### src/rtl/sys_bridge_hs.sv
// Handshaked system bridge: decodes a CPU request onto one of NUM_DEV memory-mapped
// slaves, waits for that slave's ready (bounded by TIMEOUT) and returns one response.
module sys_bridge_hs #(
    parameter int NUM_DEV = 7,
    parameter logic [NUM_DEV*32-1:0] DEV_BASE = {
        32'h0000_7F60, 32'h0000_7F58, 32'h0000_7F50, 32'h0000_7F40,
        32'h0000_7F20, 32'h0000_7F00, 32'h0000_0000},
    parameter logic [NUM_DEV*32-1:0] DEV_LIMIT = {
        32'h0000_7F63, 32'h0000_7F5B, 32'h0000_7F57, 32'h0000_7F47,
        32'h0000_7F3B, 32'h0000_7F0B, 32'h0000_2FFF},
    parameter int TIMEOUT = 16
) (
    input  logic                 clk,
    input  logic                 reset,
    input  logic                 req_valid,
    output logic                 req_ready,
    input  logic                 req_we,
    input  logic [31:0]          req_addr,
    input  logic [31:0]          req_wdata,
    input  logic [3:0]           req_be,
    output logic                 resp_valid,
    output logic [31:0]          resp_rdata,
    output logic                 resp_err,
    output logic [NUM_DEV-1:0]   dev_sel,
    output logic                 dev_we,
    output logic [31:0]          dev_addr,
    output logic [31:0]          dev_wdata,
    output logic [3:0]           dev_be,
    input  logic [NUM_DEV*32-1:0] dev_rdata,
    input  logic [NUM_DEV-1:0]   dev_ready,
    output logic [7:0]           err_cnt
);

    localparam int CW = (TIMEOUT > 1) ? $clog2(TIMEOUT) : 1;
    localparam logic [CW-1:0] TO_LAST = CW'(TIMEOUT - 1);

    typedef enum logic [1:0] {
        ST_IDLE   = 2'd0,
        ST_ACCESS = 2'd1,
        ST_RESP   = 2'd2
    } state_t;

    state_t               state_r, state_s;
    logic                 req_ready_r, resp_valid_r, resp_err_r, dev_we_r, we_r;
    logic [31:0]          resp_rdata_r, dev_addr_r, dev_wdata_r;
    logic [3:0]           dev_be_r;
    logic [NUM_DEV-1:0]   dev_sel_r;
    logic [7:0]           err_cnt_r;
    logic [2:0]           slot_r;
    logic [CW-1:0]        cnt_r;

    logic                 hit_s, bad_s, accept_s, sel_ready_s, timeout_s;
    logic [2:0]           hit_idx_s;
    logic [31:0]          hit_base_s, sel_rdata_s;

    function automatic logic [7:0] sat_inc(input logic [7:0] v);
        if (v == 8'hFF) begin
            return v;
        end else begin
            return v + 8'd1;
        end
    endfunction

    function automatic logic [NUM_DEV-1:0] onehot(input logic [2:0] idx);
        logic [NUM_DEV-1:0] r;
        r = {NUM_DEV{1'b0}};
        for (int k = 0; k < NUM_DEV; k++) begin
            r[k] = (idx == 3'(k));
        end
        return r;
    endfunction

    // Window decode; scanning downward lets the lowest matching slot win.
    always_comb begin
        hit_s      = 1'b0;
        hit_idx_s  = 3'd0;
        hit_base_s = 32'h0000_0000;
        for (int k = NUM_DEV - 1; k >= 0; k--) begin
            if ((req_addr >= DEV_BASE[k*32 +: 32]) && (req_addr <= DEV_LIMIT[k*32 +: 32])) begin
                hit_s      = 1'b1;
                hit_idx_s  = 3'(k);
                hit_base_s = DEV_BASE[k*32 +: 32];
            end else begin
                hit_s      = hit_s;
            end
        end
    end

    // Pick out ready and read data of the registered slot only.
    always_comb begin
        sel_ready_s = 1'b0;
        sel_rdata_s = 32'h0000_0000;
        for (int k = 0; k < NUM_DEV; k++) begin
            if (slot_r == 3'(k)) begin
                sel_ready_s = dev_ready[k];
                sel_rdata_s = dev_rdata[k*32 +: 32];
            end else begin
                sel_ready_s = sel_ready_s;
            end
        end
    end

    // Next-state logic.
    always_comb begin
        state_s   = state_r;
        accept_s  = (state_r == ST_IDLE) && req_ready_r && req_valid;
        bad_s     = (req_addr[1:0] != 2'b00) || !hit_s;
        timeout_s = (cnt_r == TO_LAST);
        case (state_r)
            ST_IDLE: begin
                if (accept_s) begin
                    state_s = bad_s ? ST_RESP : ST_ACCESS;
                end else begin
                    state_s = ST_IDLE;
                end
            end
            ST_ACCESS: begin
                if (sel_ready_s || timeout_s) begin
                    state_s = ST_RESP;
                end else begin
                    state_s = ST_ACCESS;
                end
            end
            ST_RESP: state_s = ST_IDLE;
            default: state_s = ST_IDLE;
        endcase
    end

    // State, slave bus and response registers.
    always_ff @(posedge clk or negedge reset) begin
        if (!reset) begin
            state_r      <= ST_IDLE;
            req_ready_r  <= 1'b0;
            resp_valid_r <= 1'b0;
            resp_rdata_r <= 32'h0000_0000;
            resp_err_r   <= 1'b0;
            dev_sel_r    <= {NUM_DEV{1'b0}};
            dev_we_r     <= 1'b0;
            dev_addr_r   <= 32'h0000_0000;
            dev_wdata_r  <= 32'h0000_0000;
            dev_be_r     <= 4'h0;
            err_cnt_r    <= 8'h00;
            we_r         <= 1'b0;
            slot_r       <= 3'd0;
            cnt_r        <= {CW{1'b0}};
        end else begin
            state_r      <= state_s;
            req_ready_r  <= (state_s == ST_IDLE);
            resp_valid_r <= (state_s == ST_RESP);
            case (state_r)
                ST_IDLE: begin
                    if (accept_s) begin
                        we_r        <= req_we;
                        dev_addr_r  <= req_addr - hit_base_s;
                        dev_wdata_r <= req_wdata;
                        dev_be_r    <= req_be;
                        slot_r      <= hit_idx_s;
                        cnt_r       <= {CW{1'b0}};
                        if (bad_s) begin
                            resp_err_r   <= 1'b1;
                            resp_rdata_r <= 32'h0000_0000;
                            err_cnt_r    <= sat_inc(err_cnt_r);
                        end else begin
                            dev_sel_r <= onehot(hit_idx_s);
                            dev_we_r  <= req_we;
                        end
                    end
                end
                ST_ACCESS: begin
                    if (sel_ready_s) begin
                        resp_err_r   <= 1'b0;
                        resp_rdata_r <= we_r ? 32'h0000_0000 : sel_rdata_s;
                        dev_sel_r    <= {NUM_DEV{1'b0}};
                        dev_we_r     <= 1'b0;
                    end else if (timeout_s) begin
                        resp_err_r   <= 1'b1;
                        resp_rdata_r <= 32'h0000_0000;
                        dev_sel_r    <= {NUM_DEV{1'b0}};
                        dev_we_r     <= 1'b0;
                        err_cnt_r    <= sat_inc(err_cnt_r);
                    end else begin
                        cnt_r <= cnt_r + {{(CW-1){1'b0}}, 1'b1};
                    end
                end
                ST_RESP: begin
                    resp_err_r   <= 1'b0;
                    resp_rdata_r <= 32'h0000_0000;
                end
                default: begin
                    dev_sel_r <= {NUM_DEV{1'b0}};
                    dev_we_r  <= 1'b0;
                end
            endcase
        end
    end

    assign req_ready  = req_ready_r;
    assign resp_valid = resp_valid_r;
    assign resp_rdata = resp_rdata_r;
    assign resp_err   = resp_err_r;
    assign dev_sel    = dev_sel_r;
    assign dev_we     = dev_we_r;
    assign dev_addr   = dev_addr_r;
    assign dev_wdata  = dev_wdata_r;
    assign dev_be     = dev_be_r;
    assign err_cnt    = err_cnt_r;

endmodule

### config.mk
export PLATFORM = sky130hd
export DESIGN_NAME = sys_bridge_hs
export DESIGN_NICKNAME = d
export VERILOG_FILES = /design/src/rtl/sys_bridge_hs.sv
export SDC_FILE = /design/constraint.sdc
export NUM_CORES = 1
export LEC_CHECK = 0
export BUFFER_PORTS_ARGS = -buffer_cell sky130_fd_sc_hd__buf_2
export CAP_MARGIN = 20
export CORE_AREA = 4 4 160 162
export DETAILED_ROUTE_END_ITERATION = 7
export DIE_AREA = 0 0 164 166
export PLACE_DENSITY = 0.69
export SYNTH_ARGS = -nofsm -noshare
export SYNTH_HDL_FRONTEND = slang
export SYNTH_SLANG_ARGS = --single-unit
### constraint.sdc
create_clock -name clk -period 6.1 [get_ports clk]
set_input_delay 1.22 -clock clk [delete_from_list [all_inputs] [get_ports clk]]
set_output_delay 1.22 -clock clk [all_outputs]
set_load 0.02 [all_outputs]
; After elaboration in Yosys (flattened, before gate mapping)
; Cells that the tools add are included.
[totals]
output_inout_bits = 119
ff_bits = 129
[op_classes]
eq_ne = 24
n_mux = 70
n_addsub = 3
magnitude_cmp = 14
bitwise = 1
n_reduce_logical = 24
[op_table]
columns = cell, n
row1 = 2-to-1 mux 32 bit, 18
row2 = ">= comparator 32 x 15 -> 1 bit, second input constant", 6
row3 = "less-or-equal comparator 32 x 15 -> 1 bit, second input constant", 6
row4 = one-hot mux 32 bit (3 select lines), 1
row5 = 2-to-1 mux 8 bit, 5
row6 = ">= comparator 32 x 1 -> 1 bit, second input constant", 1
row7 = "less-or-equal comparator 32 x 14 -> 1 bit, second input constant", 1
row8 = subtractor 32 bit, 1
row9 = 2-to-1 mux 7 bit, 4
row10 = 2-to-1 mux 1 bit, 22
row11 = 2-to-1 mux 3 bit, 7
row12 = one-hot mux 7 bit (3 select lines), 1
row13 = "equality test 3 bit, second input constant", 6
row14 = one-hot mux 8 bit (2 select lines), 1
row15 = 2-to-1 mux 15 bit, 1
row16 = "equality test 3 x 2 -> 1 bit, second input constant", 4
row17 = 2-to-1 mux 4 bit, 3
row18 = "!= test 2 bit, second input constant", 6
row19 = AND reduction 4 bit, 3
row20 = logical AND 1 bit, 9
row21 = "adder 8 x 1 -> 8 bit, second input constant", 1
row22 = "equality test 8 bit, second input constant", 1
row23 = one-hot mux 4 bit (2 select lines), 1
row24 = "equality test 3 x 1 -> 1 bit, second input constant", 2
row25 = 17 further kinds, 25

; Logic depth before layout (Yosys ltp)
[logic_depth]
word_depth = 15
mapped_depth = 15
mapped_depth_nobuf = 14

; Least setup slack after synthesis
; OpenSTA, ideal clock, no wires.
[synth_timing]
path_kind = input-to-reg
startpoint = input port req_addr[20]
endpoint = register dev_addr_r[28] (netlist: dev_addr[28])
setup_slack_ns = 1.588
arrival_time_ns = 4.443
t_required_ns = 6.031
setup_ns = 0.069
path_stages = 12
cell_sequence = or3_4 -> nor4_1 -> nand4_1 -> o2bb2ai_2 -> nor2_1 -> ha_1 -> or4_1 -> o211ai_1 -> nand3_1 -> and2_1 -> or4_1 -> nand3_1
[synth_via]
elab_chain_cells = 10
[synth_lines]
columns = element, line
row1 = "start, declared", 18  ; input logic [31:0] req_addr,
row2 = >= comparator 32 x 15 -> 1 bit or less-or-equal comparator 32 x 15 -> 1 bit (tied branches), 79  ; if ((req_addr >= DEV_BASE[k*32 +: 32]) && (req_addr <= DEV_LIMIT[k*32 +: 32])) begin
row3 = logical AND 1 bit, 79
row4 = 2-to-1 mux 15 bit, 79
row5 = 2-to-1 mux 32 bit (6 in series), 79
row6 = subtractor 32 bit (*), 154  ; dev_addr_r <= req_addr - hit_base_s;
row7 = "end signal, assigned", 154
row8 = "end, declared", 45  ; logic [31:0] resp_rdata_r, dev_addr_r, dev_wdata_r;
; Mark *: on every way between the ends. The rest lies on a longest branch, timed or not.
; A chain may end at the register's enable or synchronous reset.

; Worst setup path in the final report
; Ends and elaborated chain as after synthesis.

==> metrics.txt <==
HP Class=reg -> reg; die width=approximately 160 um; Setup WS pre-CTS=1.004 ns; first-pass GRT wire length=slightly above 50000 um; final design utilization=between 40% and 50%; RSZ-0062 raised after global routing=false; Final Skew=between 0.01 and 0.015 ns; final setup fails=0; Syn Nets=roughly 1300; Final Hold Viols=0; Post-Syn Area=8501 um^2; CP required=roughly 6.5 ns; P per Cell Area=251.1 nW/um^2; max_slew headroom=between 30% and 40%; outcome=complete, no violations; hold_buf cts=0; CP max FO=7; gr ovfl total=0; Final GP Congestion=0.9058; die area=27220 um^2; Largest delay share family, worst path=simple AND/OR/NAND/NOR gates; Leakage=5.604 nW; Syn Area/Cell=approximately 8.2 um^2; Most used DFF post-synth=dfrtp_1; share of layout cells above drive strength 1=35.11%; Final period util=approximately 78%; DRT iter0 DRCs=approximately 600; GRT Overall Usage=23.92%; most frequent cell after synthesis=nand2_1; top cell type's share of synthesized area=37.97%; final slew viol count=0; Seq cells post-synth=129; initial antenna violation count=14; DPL Wire Length=25530 um; vias in the first global route=9254; Port Buffers=421; 1st-pass router iterations=5; # rows=57; Crit path arrival time=between 5 and 6 ns; DR vias/cell=approximately 5.4; io pins=422; WL/cell=19.42 um; Initial Util=35.26%; largest net degree at the start of global routing=73; Detailed Route WL=34240 um; CP bufs+invs=1; CTS tree=done; total chip power=0.002894 W; Final WS setup=1.326 ns; Worst path slowest cell=or4_1; postcts setup bufs=0; type of the worst setup path=in -> reg; EDFF count, synth=0; Fin Setup TNS=0 ns; CP cell instances=buf_2, or3_4, nor4_1, nand4_1, o2bb2ai_2, nor2_1, ha_1, or4_1, o211ai_1, nand3_1, and2_1, or4_1, nand3_1; Synthesis Warnings=0; Post-Syn Instances=1031; sequential-to-total area share from yosys stat=37.97%; commonest cells in the synthesized netlist=nand2_1 (247), dfrtp_1 (129), nor2_1 (83); Die H=166 um; CTS Buffer Depth=2; ys async rst share=100.0%; clock sinks=129; DRC viols=0; post-route ant nets=0; clock buffer count from CTS=17; largest area contributor in the netlist=dfrtp_1; Vias=9561; CTS-repair resized insts=0; P&R area growth vs syn=35.56%; CTS root buffer=clkbuf_16; synth top area cells=dfrtp_1 (38%), nand2_1 (11%), mux2i_1 (4.6%); Setup crit start kind=input pin; Worst Tran Pin Value=about 1 ns; crit path capture type=register; CP peak stage delay=between 0.5 and 0.6 ns; Max Cap Viol=0; core area=24110 um^2; Final #Nets=1731; Worst-path clk slew=~0.06 ns; Max Clk Rate=0.2095 GHz; H-tree depth=4; Tmin final=4.774 ns; post-synthesis cell type count=68; maximum VDD drop=between 0.15 and 0.2 mV; clk_lat worst skew=0.42 ns
layout make-up:
type | instances | area, um^2
Fill cell | 2439 | 12580
Multi-Input combinational cell | 824 | 4959
Sequential cell | 129 | 3234
Timing Repair Buffer | 436 | 2233
Clock buffer | 18 | 439.2
Tap cell | 324 | 405.4
Clock inverter | 14 | 200.2
Antenna cell | 12 | 30.03
Inverter | 6 | 22.52
worst reg2reg max path: cells and delay by family, from the launching register on:
family	cells	cell delay, ns
buffers and inverters	1	0.42
and+or+nand+nor	3	1.48
AOI/OAI and AO/OA	1	0.25
DFF	1	0.73
through the flow:
| stage | hold slack, ns | cell area [um^2] | std cells |
|---|---|---|---|
| detailed placement | 0.4589 | 10850 | 1719 |
| global placement | 0.4520 | 10840 | 1718 |
| global route | 0.4897 | 11520 | 1763 |
| CTS | 0.4774 | 11490 | 1751 |
| floorplan | 0.4471 | 8501 | 1031 |
| finish | 0.4674 | 11520 | 1763 |
state kept, by name, indices dropped and copies added (netlist names):
register    cells
err_cnt         8
dev_addr       32
dev_sel         7
resp_err        1
dev_wdata      32
cnt_r           4
req_ready       1
resp_valid      1
resp_rdata     32
slot_r          3
we_r            1
dev_be          4
state_r         2
dev_we          1
final timing paths:
check	start	slack, ns	endpoint	cells after the start
worst min register to register	dev_sel[1]$_DFFE_PN0P_	0.47	dev_sel[1]$_DFFE_PN0P_	2
worst max register to register	state_r[0]$_DFF_PN0_	3.05	resp_rdata[26]$_DFFE_PN0P_	5
worst min-delay path	dev_sel[1]$_DFFE_PN0P_	0.47	dev_sel[1]$_DFFE_PN0P_	2
worst max-delay path	req_addr[20]	1.33	dev_addr[28]$_DFFE_PN0P_	13
max in group asynchronous	reset	4.00	dev_wdata[3]$_DFFE_PN0P_	2
min in group asynchronous	reset	0.81	dev_addr[15]$_DFFE_PN0P_	1
report_power, final:
part / leakage, nW / switching [W] / internal, W
clock: 0.317 / 0.000426 / 0.000704
combinational: 3.62 / 0.000447 / 0.000262
sequential: 1.66 / 0.0000789 / 0.000977
cell families (layout without fill, tap and decap cells):
kind of cell               Yosys count  in the layout  share of synthesized area [%]
other                                0             12                              0
muxes                               41             41                          4.990
xor gates and xnor gates            28             28                          2.885
AOI/OAI and AO/OA                  258            258                          21.78
adders and majority gates           14             14                          2.149
DFF                                129            129                          37.97
buffers and inverters               78            474                          4.092
and+or+nand+nor                    483            483                          26.13
metal layers:
metal | global-route usage [%] | share of wire (%)
met5 | 0 | 0.038
met4 | 10.65 | 3.5
met3 | 6.950 | 9.5
met2 | 40.82 | 49
met1 | 27.67 | 38
cells in the final DEF, fill, tap and decap left out, drive strengths merged, types with 20 or more instances in the layout:
cell / count
buf: 436
nand2: 247
dfrtp: 129
nor2: 84
o211ai: 54
nand3: 48
a21oi: 43
o21ai: 40
mux2i: 39
a22o: 32
o221ai: 29
xnor2: 20
Note: power is estimated with default switching activity, not from simulation.
